==> config.mk <==
export PLATFORM = sky130hd
export DESIGN_NAME = axi4_w_order_router
export DESIGN_NICKNAME = d
export VERILOG_FILES = /design/src/rtl/axi4_w_order_router.sv
export SDC_FILE = /design/constraint.sdc
export NUM_CORES = 1
export LEC_CHECK = 0
export CORE_AREA = 5 5 149 151
export CTS_BUF_LIST = sky130_fd_sc_hd__clkbuf_4 sky130_fd_sc_hd__clkbuf_8
export CTS_CLUSTER_DIAMETER = 150
export DETAILED_ROUTE_END_ITERATION = 8
export DIE_AREA = 0 0 154 156
export PLACE_DENSITY = 0.63
export SYNTH_ARGS = -nofsm -noshare
export SYNTH_HDL_FRONTEND = slang
export SYNTH_SLANG_ARGS = --single-unit
==> constraint.sdc <==
create_clock -name ACLK -period 6.84 [get_ports ACLK]
set_clock_uncertainty 0.1 [all_clocks]
set_input_delay 0.684 -clock ACLK [delete_from_list [all_inputs] [get_ports ACLK]]
set_output_delay 0.684 -clock ACLK [all_outputs]
set_load 0.02 [all_outputs]
==> src/rtl/axi4_w_order_router.sv <==
// W-channel order router for one slave port of the AXI4 crossbar.
//
// AW handshakes won at this slave are recorded as {master, len} in a small order FIFO.
// W beats are forwarded from the master at the FIFO head, one full burst at a time.
// The slave WLAST comes from a beat counter compared against the recorded AWLEN. A master
// whose own WLAST disagrees with that counter is reported on err_wlast.
//
// Ports:
//   ACLK, ARESET          clock and synchronous active-high reset
//   aw_push/master/len    AW handshake to this slave: winning master and its AWLEN
//   aw_order_ready        order FIFO has room; slave AWVALID must be held low when 0
//   m_w*                  packed per-master W channels, master i at slice i
//   s_w*                  slave W channel
//   fifo_count            occupied order-FIFO entries
//   err_wlast             one-cycle pulse after a beat whose master WLAST was wrong
//   err_overflow          sticky flag: aw_push arrived while the FIFO was full
module axi4_w_order_router #(
  parameter int unsigned MASTER_NUM  = 4,
  parameter int unsigned DATA_WIDTH  = 64,
  parameter int unsigned W_BUF_DEPTH = 2,
  localparam int unsigned MID_W  = (MASTER_NUM > 1) ? $clog2(MASTER_NUM) : 1,
  localparam int unsigned CNT_W  = $clog2(W_BUF_DEPTH + 1),
  localparam int unsigned STRB_W = DATA_WIDTH / 8
) (
  input  logic                           ACLK,
  input  logic                           ARESET,
  input  logic                           aw_push,
  input  logic [MID_W-1:0]               aw_master,
  input  logic [7:0]                     aw_len,
  output logic                           aw_order_ready,
  input  logic [MASTER_NUM*DATA_WIDTH-1:0] m_wdata,
  input  logic [MASTER_NUM*STRB_W-1:0]   m_wstrb,
  input  logic [MASTER_NUM-1:0]          m_wlast,
  input  logic [MASTER_NUM-1:0]          m_wvalid,
  output logic [MASTER_NUM-1:0]          m_wready,
  output logic [DATA_WIDTH-1:0]          s_wdata,
  output logic [STRB_W-1:0]              s_wstrb,
  output logic                           s_wlast,
  output logic                           s_wvalid,
  input  logic                           s_wready,
  output logic [CNT_W-1:0]               fifo_count,
  output logic                           err_wlast,
  output logic                           err_overflow
);

  localparam int unsigned PTR_W = (W_BUF_DEPTH > 1) ? $clog2(W_BUF_DEPTH) : 1;

  typedef enum logic [0:0] {StIdle, StRoute} state_e;

  state_e             state_q, state_d;
  logic [PTR_W-1:0]   wr_ptr_q, wr_ptr_d;
  logic [PTR_W-1:0]   rd_ptr_q, rd_ptr_d;
  logic [CNT_W-1:0]   count_q, count_d;
  logic [7:0]         beat_cnt_q, beat_cnt_d;
  logic               err_wlast_q, err_wlast_d;
  logic               err_ovf_q, err_ovf_d;

  // Order FIFO storage; only pointers and count carry reset state.
  logic [MID_W-1:0]   mst_q [W_BUF_DEPTH];
  logic [7:0]         len_q [W_BUF_DEPTH];

  logic [MID_W-1:0]   head_mst;
  logic [7:0]         head_len;
  logic               push_en;
  logic               beat_acc;
  logic               is_last;
  logic               pop;

  function automatic logic [PTR_W-1:0] ptr_inc(input logic [PTR_W-1:0] ptr);
    if (ptr == PTR_W'(W_BUF_DEPTH - 1)) begin
      return '0;
    end
    return ptr + PTR_W'(1);
  endfunction

  assign head_mst       = mst_q[rd_ptr_q];
  assign head_len       = len_q[rd_ptr_q];
  // No bypass: a pop in this cycle does not free a slot for a push in this cycle.
  assign aw_order_ready = (count_q != CNT_W'(W_BUF_DEPTH));
  assign push_en        = aw_push && aw_order_ready;
  assign is_last        = (beat_cnt_q == head_len);
  assign beat_acc       = s_wvalid && s_wready;
  assign pop            = beat_acc && is_last;

  assign fifo_count   = count_q;
  assign err_wlast    = err_wlast_q;
  assign err_overflow = err_ovf_q;

  // Combinational W routing from the head master.
  always_comb begin
    s_wvalid = 1'b0;
    s_wdata  = '0;
    s_wstrb  = '0;
    s_wlast  = 1'b0;
    m_wready = '0;
    if (state_q == StRoute) begin
      s_wvalid = m_wvalid[head_mst];
      if (s_wvalid) begin
        s_wdata = m_wdata[head_mst*DATA_WIDTH +: DATA_WIDTH];
        s_wstrb = m_wstrb[head_mst*STRB_W +: STRB_W];
      end
      s_wlast            = s_wvalid && is_last;
      m_wready[head_mst] = s_wready;
    end
  end

  // Next-state: FIFO pointers/count, beat counter, error flags, FSM.
  always_comb begin
    wr_ptr_d    = wr_ptr_q;
    rd_ptr_d    = rd_ptr_q;
    count_d     = count_q;
    beat_cnt_d  = beat_cnt_q;
    err_wlast_d = 1'b0;
    err_ovf_d   = err_ovf_q | (aw_push && !aw_order_ready);
    state_d     = state_q;

    if (push_en) begin
      wr_ptr_d = ptr_inc(wr_ptr_q);
    end
    if (pop) begin
      rd_ptr_d = ptr_inc(rd_ptr_q);
    end

    unique case ({push_en, pop})
      2'b10:   count_d = count_q + CNT_W'(1);
      2'b01:   count_d = count_q - CNT_W'(1);
      default: count_d = count_q;
    endcase

    if (beat_acc) begin
      // Burst boundary follows the counter; master WLAST is only checked.
      beat_cnt_d  = is_last ? 8'd0 : beat_cnt_q + 8'd1;
      err_wlast_d = (m_wlast[head_mst] != is_last);
    end

    unique case (state_q)
      StIdle: begin
        if (push_en) begin
          state_d = StRoute;
        end
      end
      StRoute: begin
        if (pop && (count_d == '0)) begin
          state_d = StIdle;
        end
      end
      default: state_d = StIdle;
    endcase
  end

  always_ff @(posedge ACLK) begin
    if (ARESET) begin
      state_q     <= StIdle;
      wr_ptr_q    <= '0;
      rd_ptr_q    <= '0;
      count_q     <= '0;
      beat_cnt_q  <= '0;
      err_wlast_q <= 1'b0;
      err_ovf_q   <= 1'b0;
    end else begin
      state_q     <= state_d;
      wr_ptr_q    <= wr_ptr_d;
      rd_ptr_q    <= rd_ptr_d;
      count_q     <= count_d;
      beat_cnt_q  <= beat_cnt_d;
      err_wlast_q <= err_wlast_d;
      err_ovf_q   <= err_ovf_d;
    end
  end

  always_ff @(posedge ACLK) begin
    if (push_en) begin
      mst_q[wr_ptr_q] <= aw_master;
      len_q[wr_ptr_q] <= aw_len;
    end
  end

endmodule

Word level (Yosys, flattened, before mapping)
Memory sizes are Yosys's and may differ from the RTL's. A register that Yosys moved wholly into a read port is not among the register bits.
Index checks and enable logic that the tools add are counted.
{"block": "word_totals", "ff_bits": 15, "ram_bits": 20, "memories": 2, "output_inout_bits": 83, "in_bits": 310}
{"memory": "len_q", "words": 2, "width": 8, "rd": 1, "rd_ports_with_merged_regs": 1, "write_ports": 1, "line_no": "60", "text": "logic [7:0] len_q [W_BUF_DEPTH];"}
{"memory": "mst_q", "words": 2, "width": 2, "rd": 1, "rd_ports_with_merged_regs": 1, "write_ports": 1, "line_no": "59", "text": "logic [MID_W-1:0] mst_q [W_BUF_DEPTH];"}
{"block": "op_classes", "n_mux": 31, "add_sub_neg": 5, "n_shift": 2, "n_reduce_logical": 10, "bitwise_logic": 4, "magnitude_cmp": 2, "eq_ne": 5}
{"op": "256-bit by 9-bit indexed part select with 64-bit output", "count": 1}
{"op": "64-bit 2-to-1 mux", "count": 2}
{"op": "32-bit by 6-bit indexed part select with 8-bit output", "count": 1}
{"op": "8-bit 2-to-1 mux", "count": 3}
{"op": "1-bit 2-to-1 mux", "count": 20}
{"op": "8-bit by 1-bit adder with 8-bit output (second input constant)", "count": 1}
{"op": "8-bit == test", "count": 1}
{"op": "1-bit logical AND", "count": 7}
{"op": "4-bit AND", "count": 1}
{"op": "1-bit binary-select mux with 2-bit select", "count": 2}
{"op": "4-bit 2-to-1 mux", "count": 1}
{"op": "2-bit case mux with 2 select lines", "count": 1}
{"op": "2-bit by 3-bit less-than comparator with 1-bit output (second input constant)", "count": 1}
{"op": "1-bit adder (second input constant)", "count": 2}
{"op": "2-bit by 1-bit adder with 2-bit output (second input constant)", "count": 1}
{"op": "1-bit demux with 2-bit select", "count": 1}
{"op": "2-bit by 1-bit == test with 1-bit output (second input constant)", "count": 1}
{"op": "2-bit == test (second input constant)", "count": 1}
{"op": "2-bit by 1-bit greater-or-equal comparator with 1-bit output (second input constant)", "count": 1}
{"op": "2-bit zero test", "count": 1}
{"op": "2-bit inequality test (second input constant)", "count": 1}
{"op": "1-bit inverter", "count": 2}
{"op": "1-bit case mux with 2 select lines", "count": 1}
{"op": "2-bit OR reduction", "count": 1}
{"op": "other kinds (4)", "count": 4}

Longest topological paths before layout
Gate-level depths: netlist (run 1).
{"block": "depth", "ltp_word": 11, "depth_mapped": 11, "mapped_depth_nobuf": 9}

Worst setup path before layout (run 1)
Ideal clock, no wire load.
{"block": "synth_path", "path_kind": "input to output", "start": "input port m_wvalid[1]", "end": "output port s_wlast", "required_ps": 6056, "slack_ps": 3823, "stages": 6, "arrival_time_ps": 2233, "path_buffers": 2, "path_cell_list": "or4b_1 > o311ai_1 > or4_4 > buf_6 > clkbuf_1 > nor3_1"}
{"block": "synth_between", "elab_chain_len": 4}
{"item": "start, declared", "line_no": "34", "text": "input logic [MASTER_NUM-1:0] m_wvalid,"}
{"item": "1-bit binary-select mux with 2-bit select", "line_no": "97", "text": "s_wvalid = m_wvalid[head_mst];"}
{"item": "1-bit 2-to-1 mux (not written as such)", "line_no": "97"}
{"item": "1-bit logical AND", "line_no": "102", "text": "s_wlast = s_wvalid && is_last;"}
{"item": "1-bit 2-to-1 mux", "line_no": "96", "text": "if (state_q == StRoute) begin"}
{"item": "end, declared", "line_no": "38", "text": "output logic s_wlast,"}
No other way between the ends. The select of a mux whose other input is x is not followed.

==> results of run 1 <==
power by group through the flow:
stage | Clock (mW) | Combinational, mW | Sequential (mW)
detailed placement | 0 | 0.495 | 0.254
CTS | 0.160 | 0.500 | 0.249
global placement | 0 | 0.495 | 0.253
finish | 0.156 | 0.494 | 0.249
global route | 0.168 | 0.523 | 0.250
floorplan | 0 | 0.217 | 0.253
metrics by stage:
step / setup WS [ps] / cell area, um^2 / hold WS (ps) / cells
after global routing: 1650 / 8190 / 439 / 972
after global placement: 2160 / 8090 / 374 / 962
after detailed placement: 2160 / 8090 / 402 / 962
after CTS: 1840 / 8180 / 411 / 970
final: 1950 / 8190 / 401 / 972
after floorplan: 3820 / 3930 / 369 / 321
synthesized netlist by cell type, types with 2 or more instances:
master	instances	area share, %
or3b_2	2	0.45
buf_6	3	0.86
and2_1	72	11
mux2i_1	12	3.1
nor2b_1	2	0.32
edfxtp_1	20	15
nand3_1	2	0.25
and3_1	2	0.32
buf_2	14	1.8
nor3_1	7	0.89
xor2_1	9	2.0
nand3b_1	3	0.57
mux2_2	4	1.1
o31ai_1	2	0.38
or3_1	8	1.3
clkbuf_1	12	1.1
ha_1	2	0.64
or4_1	2	0.38
nor2_1	5	0.48
a21oi_1	14	1.8
nand4_1	4	0.64
o21ai_0	10	1.3
dfxtp_1	16	8.2
nand2_1	7	0.67
mux4_2	72	41
inv_1	5	0.48
registers in the layout, indices dropped and copies added (netlist names), 2 cells and up, named ones only:
| register | flops |
|---|---|
| beat_cnt_q | 8 |
| mst_q | 4 |
| len_q | 16 |
| fifo_count | 2 |
final cells by class:
type / instances / area share (%)
Clock buffer: 6 / 0.932
Sequential cell: 36 / 11.3
Clock inverter: 2 / 0.199
Multi-Input combinational cell: 251 / 34.9
Timing Repair Buffer: 395 / 48.2
Tap cell: 275 / 4.20
Inverter: 5 / 0.229
Antenna cell: 2 / 0.0611
tightest hold or removal path: stages (launching register included):
cell and delay [ps]:
dfxtp_1 330, o21ai_0 70, a21oi_1 60
cell families (layout without fill, tap and decap cells):
family          count (synthesis)  count (layout)  synth area share [%]
buf+inv                        34             408                  4.27
xor+xnor                       10              10                  2.23
fa+ha+maj                       2               2                 0.637
flops                          36              36                  23.4
other cells                     0               2                     0
simple gates                  119             119                  18.8
compound gates                 32              32                  5.19
mux                            88              88                  45.5
how the worst max path moves through the flow:
| stage | to | depth (start not counted) | from |
|---|---|---|---|
| floorplan | s_wlast | 6 | m_wvalid[1] |
| global placement | s_wdata[32] | 5 | flop |
| detailed placement | s_wdata[37] | 5 | flop |
| CTS | s_wdata[32] | 5 | flop |
| global route | s_wdata[11] | 5 | flop |
| finish | s_wdata[11] | 5 | flop |
per-layer routing:
layer | vias to the layer above | part of all wire (%) | global-route usage [%]
li1 | 2021 | - | -
met1 | 2136 | 39 | 20.8
met2 | 197 | 52 | 29.7
met3 | 20 | 7.6 | 4.60
met4 | 4 | 1.2 | 2.61
met5 | - | 0.12 | 0
==> impl_results.md, run 1 <==
- Most common cell after layout, fill and taps aside: clkdlybuf4s50_1
- Sw Share: 29.4%
- Req. time, crit path: 6060 ps
- Async set or reset register ratio after synthesis: 0%
- Clock latency on the worst-skew pair: 290 ps
- Crit path max fanout: 41
- Final ANT Viol Nets: 0
- Max incr delay on CP: 910 ps
- Min Tclk post-route: 4890 ps
- Sw power: 265 uW
- Via density: 4.50
- Die Area: 0.0240 mm^2
- Pwr/cell area: 110 mW/mm^2
- Final wirelength: 22,000 um
- Total number of vias: 4,378
- Synth Instances: 321
- Setup TNS: 0 ps
- Critical path class: flop to output port
- Grt ovf: 0
- Worst path cell trace: mux2_4, buf_4, mux4_2, and2_1, clkdlybuf4s50_1
- Crit end category: output port
- Number of global-route vias before repair: 4,490
- Fmax: 204 MHz
- Slew Limit Fails: 0
- Kind of cell with the highest combined delay on the critical path: multiplexers
- Part of the power in the clock network: 17.3%
- Comb pwr share: 55.0%
- Actual slew at the worst max-slew pin: 1050 ps
- Synth warn: 0
- Storage cell area: 921 um^2
- P_leak: 2.81 nW
- CP Launch Type: flop
- Area Overhead vs Synth: 108%
- Root buf cell: clkbuf_8
- Buf/Inv on CP: 2
- Die Wd: 154 um
- Site row count: 53
- Initial Util: 19.0%
- CTS Buf Count: 5
- Port buffer count: 392
- Yosys reg bits: 36
- Mapped cell area: 0.00393 mm^2
- Final setup vio count: 0
- R2r endpoint: state_q$_SDFF_PP0_
- CTS tree: done
- Worst EP arrival: 4110 ps
- Pin count of the biggest net entering global routing: 75
- Largest buffer count on any clock path: 2
- Register area share after synthesis: 23.4%
- Max_slew headroom: 30.1%
- Reg2reg setup slack: 3430 ps
- Top-Level Pins: 393
- Critical-path top delay cell: dfxtp_1
- Hold path start: beat_cnt_q[7]$_SDFFE_PP0P_
- First-pass GRT wire length: 30,700 um
- Sink of the worst hold path: beat_cnt_q[7]$_SDFFE_PP0P_
- H-tree depth: 2
- Worst min path class: flop to flop
- Reg2reg path depth: 9
- Unique masters post-synth: 36
- Post-CTS Resized: 0
- Gr usage total: 16.7%
- Sequential share of power: 27.7%
- Share of cells above drive strength 1: 13.5%
- Filler cells: 2,024
- Status: finished, final reports clean
- Core Region: 0.0207 mm^2
- Postcts setup bufs: 0
- Most frequent cells in the layout: clkdlybuf4s50_1, mux4_2, and2_1
- Avg Cell Area, Syn: 12.2 um^2
- Die height: 156 um
- Post-route DRC: 0
- PnR Total Power: 899 uW
- EDFF count, synth: 20
- IR drop worst, VDD: 0.000111 V
- Internal power: 634 uW
- WHS Path Cells: 2
- Ys flop type: edfxtp_1
- Fin. Hold Viols: 0
- Clock-pin transition on the worst setup and hold timing paths: 70 ps
- Initial antenna violation count: 4
- Fin nets: 1,006
- Syn Nets: 633
- RSZ-0062 raised after global routing: no
- Total of max-cap violations: 0
- Cts hold-fix bufs: 0
- Area occupied by multi-input gates: 0.00286 mm^2
- Detailed placement HPWL: 18,400 um
- Initial DRC count: 267
- Final Util: 39.6%
- RD Place Congestion: 0.857
- Pre-Repair DR Iteration Count: 4
- Average wire per standard cell: 22.6 um
- Final worst-path cycle share: 71.6%
- Sink Count: 36
(Power assumes the default switching activity.)
==> run 2, diff against run 1 <==
- clock period: 6.84 -> 4.8 ns (I/O delays scaled with it)
==> run 2 against run 1 <==
Wire length increased by 0.78%. First-iteration DRC count is 17% lower. Flip-flop and latch count unchanged. Worst setup slack lost 1400 ps. Global-route usage is 0.36 points higher. Sequential power rose by 42%. Non-clock buffer count up 1. Register-to-register slack got worse by 2100 ps. Sequential share of layout area is 0.063 points lower. Largest power group unchanged.
==> impl_results.md, run 2 (same netlist as run 1, synthesis figures left out) <==
- Crit end category: output port
- Pwr/cell area: 158 mW/mm^2
- Site row count: 53
- Fmax: 236 MHz
- Total of max-cap violations: 0
- Slew Limit Fails: 0
- Total number of vias: 4,424
- Setup TNS: 0 ps
- CTS tree: done
- Most frequent cells in the layout: clkdlybuf4s50_1, mux4_2, and2_1
- Die height: 156 um
- Actual slew at the worst max-slew pin: 877 ps
- H-tree depth: 2
- Req. time, crit path: 4220 ps
- Fin nets: 1,007
- Pin count of the biggest net entering global routing: 77
- Grt ovf: 0
- RD Place Congestion: 0.949
- Gr usage total: 17.1%
- Critical path class: flop to output port
- Dpl ws: 797 ps
- GR Layer Usage met3: 5.94%
- P_leak: 2.84 nW
- Reg2reg setup slack: 1380 ps
- Largest buffer count on any clock path: 2
- Hold path start: err_overflow$_SDFF_PP0_
- Worst path cell trace: or4b_1, o311ai_1, or4_4, inv_2, buf_12, and2_1, clkdlybuf4s50_1
- Initial antenna violation count: 3
- CP Launch Type: flop
- Cts hold-fix bufs: 0
- Top-Level Pins: 393
- IR drop worst, VDD: 0.000173 V
- Post-CTS Resized: 0
- Max reg flops: 16
- Initial DRC count: 222
- Filler cells: 2,020
- Average wire per standard cell: 22.8 um
- Busiest grt layer: met2
- Most common cell after layout, fill and taps aside: clkdlybuf4s50_1
- CTS Buf Count: 5
- First-pass GRT wire length: 31,300 um
- Area Overhead vs Synth: 109%
- Detailed placement HPWL: 18,800 um
- Final setup vio count: 0
- R2r endpoint: state_q$_SDFF_PP0_
- RSZ-0062 raised after global routing: no
- Crit path max fanout: 40
- Critical-path top delay cell: dfxtp_1
- Clock-pin transition on the worst setup and hold timing paths: 70 ps
- Share of cells above drive strength 1: 13.5%
- Worst EP arrival: 3660 ps
- Die Wd: 154 um
- Post-route DRC: 0
- Area occupied by multi-input gates: 0.00286 mm^2
- Number of global-route vias before repair: 4,602
- WHS Path Cells: 2
- Port buffer count: 392
- Max_slew headroom: 41.4%
- Met1 global-route usage: 20.0%
- Kind of cell with the highest combined delay on the critical path: buffers and inverters
- Final wirelength: 22,200 um
- Root buf cell: clkbuf_8
- Final worst-path cycle share: 88.3%
- Top reg by flops: len_q
- Final worst slack: 562 ps
- Status: finished, final reports clean
- Die Area: 0.0240 mm^2
- Largest registers: len_q x16, beat_cnt_q x8, mst_q x4
- Sink Count: 36
- Pre-Repair DR Iteration Count: 4
- Initial Util: 19.0%
- Postcts setup bufs: 0
- Core Region: 0.0207 mm^2
- Via density: 4.55
- Final ANT Viol Nets: 0
- Worst min path class: flop to flop
- Storage cell area: 921 um^2
- Met2 usage: 30.7%
- Max incr delay on CP: 900 ps
- Fin. Hold Viols: 0
- Sink of the worst hold path: err_overflow$_SDFF_PP0_
- Reg2reg path depth: 9
- Min Tclk post-route: 4240 ps
- Buf/Inv on CP: 3
- Clock latency on the worst-skew pair: 280 ps
## run 2: area by class of cell
cell class | instances | share of cell area [%]
antenna | 2 | 0.0608
clock buffer | 7 | 1.09
clock inverter | 1 | 0.0456
inverter | 5 | 0.228
multi-input combinational | 251 | 34.7
sequential | 36 | 11.2
tap | 275 | 4.18
timing repair buffer | 396 | 48.5
## run 2: worst max path at each step
stage,startpoint,end,cells past startpoint
after floorplan,mst_q[0][0]$_DFFE_PP_,state_q$_SDFF_PP0_,10
after global placement,m_wvalid[1],s_wdata[36],8
after detailed placement,flop,s_wdata[11],7
after CTS,flop,s_wdata[23],7
after global routing,flop,s_wdata[23],7
final,flop,s_wdata[36],7
## run 2: layer usage
| metal | up-vias | part of all wire [%] |
|---|---|---|
| met3 | 26 | 9.0 |
| met2 | 222 | 53 |
| met4 | 4 | 1.9 |
| li1 | 2029 | - |
| met5 | - | 0.095 |
| met1 | 2143 | 36 |
## run 2: metrics by stage
stage	util (%)	power, mW	instances	cell area (um^2)	hold slack (ps)
after floorplan	-	0.668	321	3930	369
after global placement	39.3	1.08	963	8130	371
after detailed placement	39.3	1.08	963	8130	389
after CTS	39.8	1.31	971	8230	410
after global routing	39.8	1.36	972	8230	442
final	39.8	1.30	973	8230	405
## run 2: power breakdown
group,switching [mW],internal [mW]
clock,0.107,0.121
sequential,0.0105,0.344
combinational,0.260,0.458
## run 2: worst min-delay path, stage by stage (launching register included)
cell,delay [ps]
dfxtp_1,340
a31oi_1,50
nor2_1,90
==> RTL edit, RTL diff (config.mk and constraints of run 2) <==
Reset style: asynchronous (`ARESET`), changed in one clocked block. Comments in the files are not updated.
--- a/src/rtl/axi4_w_order_router.sv
+++ b/src/rtl/axi4_w_order_router.sv
@@ -148,7 +148,7 @@
     endcase
   end
 
-  always_ff @(posedge ACLK) begin
+  always_ff @(posedge ACLK or posedge ARESET) begin
     if (ARESET) begin
       state_q     <= StIdle;
       wr_ptr_q    <= '0;
Function: differs if ARESET is asserted again (counterexample within 4 cycles, from zero or initial values and one cycle with ARESET high); with ARESET held inactive, the same outputs for 4 cycles.
==> RTL edit against run 2 <==
  * Final cell count fell by 0.82%
  * First-iteration DRC count increased by 23%
  * Register-to-register slack improved by 260 ps
  * Cell area rose by 0.59%
  * Highest routed layer is now met4
  * Routed wire length increased by 4.8%
  * Synthesized area grew 0.38%
  * Non-clock buffer count increased by 4
  * Sequential cell count decreased by 1
  * Core utilization is 0.24 points higher
  * Setup slack better by 360 ps
  * Critical endpoint is now s_wdata[43]
Power is not compared: it rests on default switching activity, and its combinational part moved more than twofold at a synthesized area within 25%.
==> RTL edit: results (changes against run 2) <==
| Metric | Value |
|---|---|
| Status | completed |
| Crit-path slowest cell | dfrtp_1 |
| Met2 WL post-DR | 11900 µm (+1.6%) |
| Vias in the first global route | 4819 (+4.7%) |
| Min-delay worst type | flip-flop to flip-flop |
| Post-synthesis compound-gate area fraction | 2.60% (-2.6 points) |
| Rel. slew slack | 39.3% (-2.1 points) |
| CTS Buffer Depth | 2 (unchanged) |
| Synth Area in XOR/XNOR | 3.55% (+1.3 points) |
| Ys Warns | 0 (unchanged) |
| Leakage | between 3 and 4 nW |
| Met3 routed WL | 1620 µm (-19%) |
| Via/cell ratio | 4.64 (+2.1%) |
| Fillers | 2011 (-0.45%) |
| Grt met2 use | 31.8% (+1.1 points) |
| Initial DRC Count | 274 (+23%) |
| Worst-path clk slew | 70 ps (about the same) |
| Mux cell area share after synthesis | 44.5% (-0.97 points) |
| Final #Nets | 1001 (-0.60%) |
| Placer congestion estimate | 0.931 (-1.9%) |
| Post-CTS Setup Bufs | 0 (unchanged) |
| Number of antenna diodes | 0 (-2) |
| Source of the critical timing path | rd_ptr_q |
| WL final | 23200 µm (+4.8%) |
| Ys flop type | edfxtp_1 |
| Biggest regs | len_q: 16 flops, beat_cnt_q: 8 flops, mst_q: 4 flops |
| CTS root buf | clkbuf_8 |
| # resized after CTS | 0 (unchanged) |
| Synth cell count leaders | and3_1, mux4_2, edfxtp_1 |
| Total track usage | 18.0% (+0.93 points) |
| Post-Synth Adder-Cell Area | 0.634% (-0.0024 points) |
| Mapped Avg Cell Area | 12.5 µm² (+2.3%) |
| First-pass GRT wire length | 33200 µm (+5.8%) |
| DR top layer | met4 |
| GR met1 Demand/Resource | 22.8% (+2.8 points) |
| Synthesized Nets | 627 (-0.95%) |
| Number of port buffers | 392 (unchanged) |
| Routed length on met1 | 9350 µm (+16%) |
| Post-Layout Cell Count | 965 (-0.82%) |
| GR Util met3 | 4.27% (-1.7 points) |
| Initial antenna violation count | 0 (-3) |
| Ys async rst share | 42.9% (+43 points) |
| Placed cells | 957 (-0.62%) |
| Worst hold start | err_overflow |
| Layout cells sized above 1 | 14.3% (+0.84 points) |
| Crit path arrival time | 3290 ps (-370 ps) |
| Post-layout util | 40.0% (+0.24 points) |
| Synth cell types | 44 (+22%) |
| Dpl hpwl | 19500 µm (+3.6%) |
| Pin count of the biggest net entering global routing | 41 (-47%) |
| Sequential share of the synthesized area | 24.7% (+1.3 points) |
| Top post-synthesis cells by area | mux4_2, edfxtp_1, and3_1 |
-- RTL edit: where the power goes --
| part | internal [W] | total (W) | switching [W] |
|---|---|---|---|
| Sequential | 0.000413 | 0.000500 | 0.0000880 |
| Clock | 0.000152 | 0.000255 | 0.000103 |
| Combinational | 0.00118 | 0.00217 | 0.000988 |
-- RTL edit: final cells by class --
| type | count | area share (%) |
|---|---|---|
| clock buffer | 5 | 0.831 |
| clock inverter | 3 | 0.468 |
| inverter | 9 | 0.408 |
| multi-input combinational | 238 | 33.8 |
| sequential | 35 | 11.8 |
| tap | 275 | 4.16 |
| timing repair buffer | 400 | 48.6 |
-- RTL edit: metrics by stage --
step | instance area, µm² | setup WS, ps | hold slack [ps]
after floorplan | 3950 | 2230 | 281
after global placement | 8170 | 1250 | 363
after detailed placement | 8170 | 1220 | 373
after CTS | 8280 | 901 | 390
after global routing | 8280 | 786 | 414
final | 8280 | 926 | 390
-- RTL edit: path summary, 6_finish.rpt --
kind / end / slack [ps] / cells after the start
max: s_wdata[43] / 930 / 5
min: err_overflow / 390 / 1
max reg2reg: state_q / 1640 / 11
min reg2reg: err_overflow / 390 / 1
max in group asynchronous: state_q / 3700 / 2
min in group asynchronous: err_overflow / 470 / 2
-- RTL edit: cell families (layout without fill, tap and decap cells) --
kind of cell               count (synthesis)  in the layout
buffers and inverters                     42            417
xor gates and xnor gates                  16             16
and+or+nand+nor                          121            121
muxes                                     84             84
AOI/OAI and AO/OA                         15             15
DFF                                       35             35
adders and majority gates                  2              2
-- RTL edit: critical path: cells and delay by family, from the launching register on --
kind	cells	cell delay [ps]
mux	2	1000
flops	1	890
buf+inv	2	840
simple gates	1	200
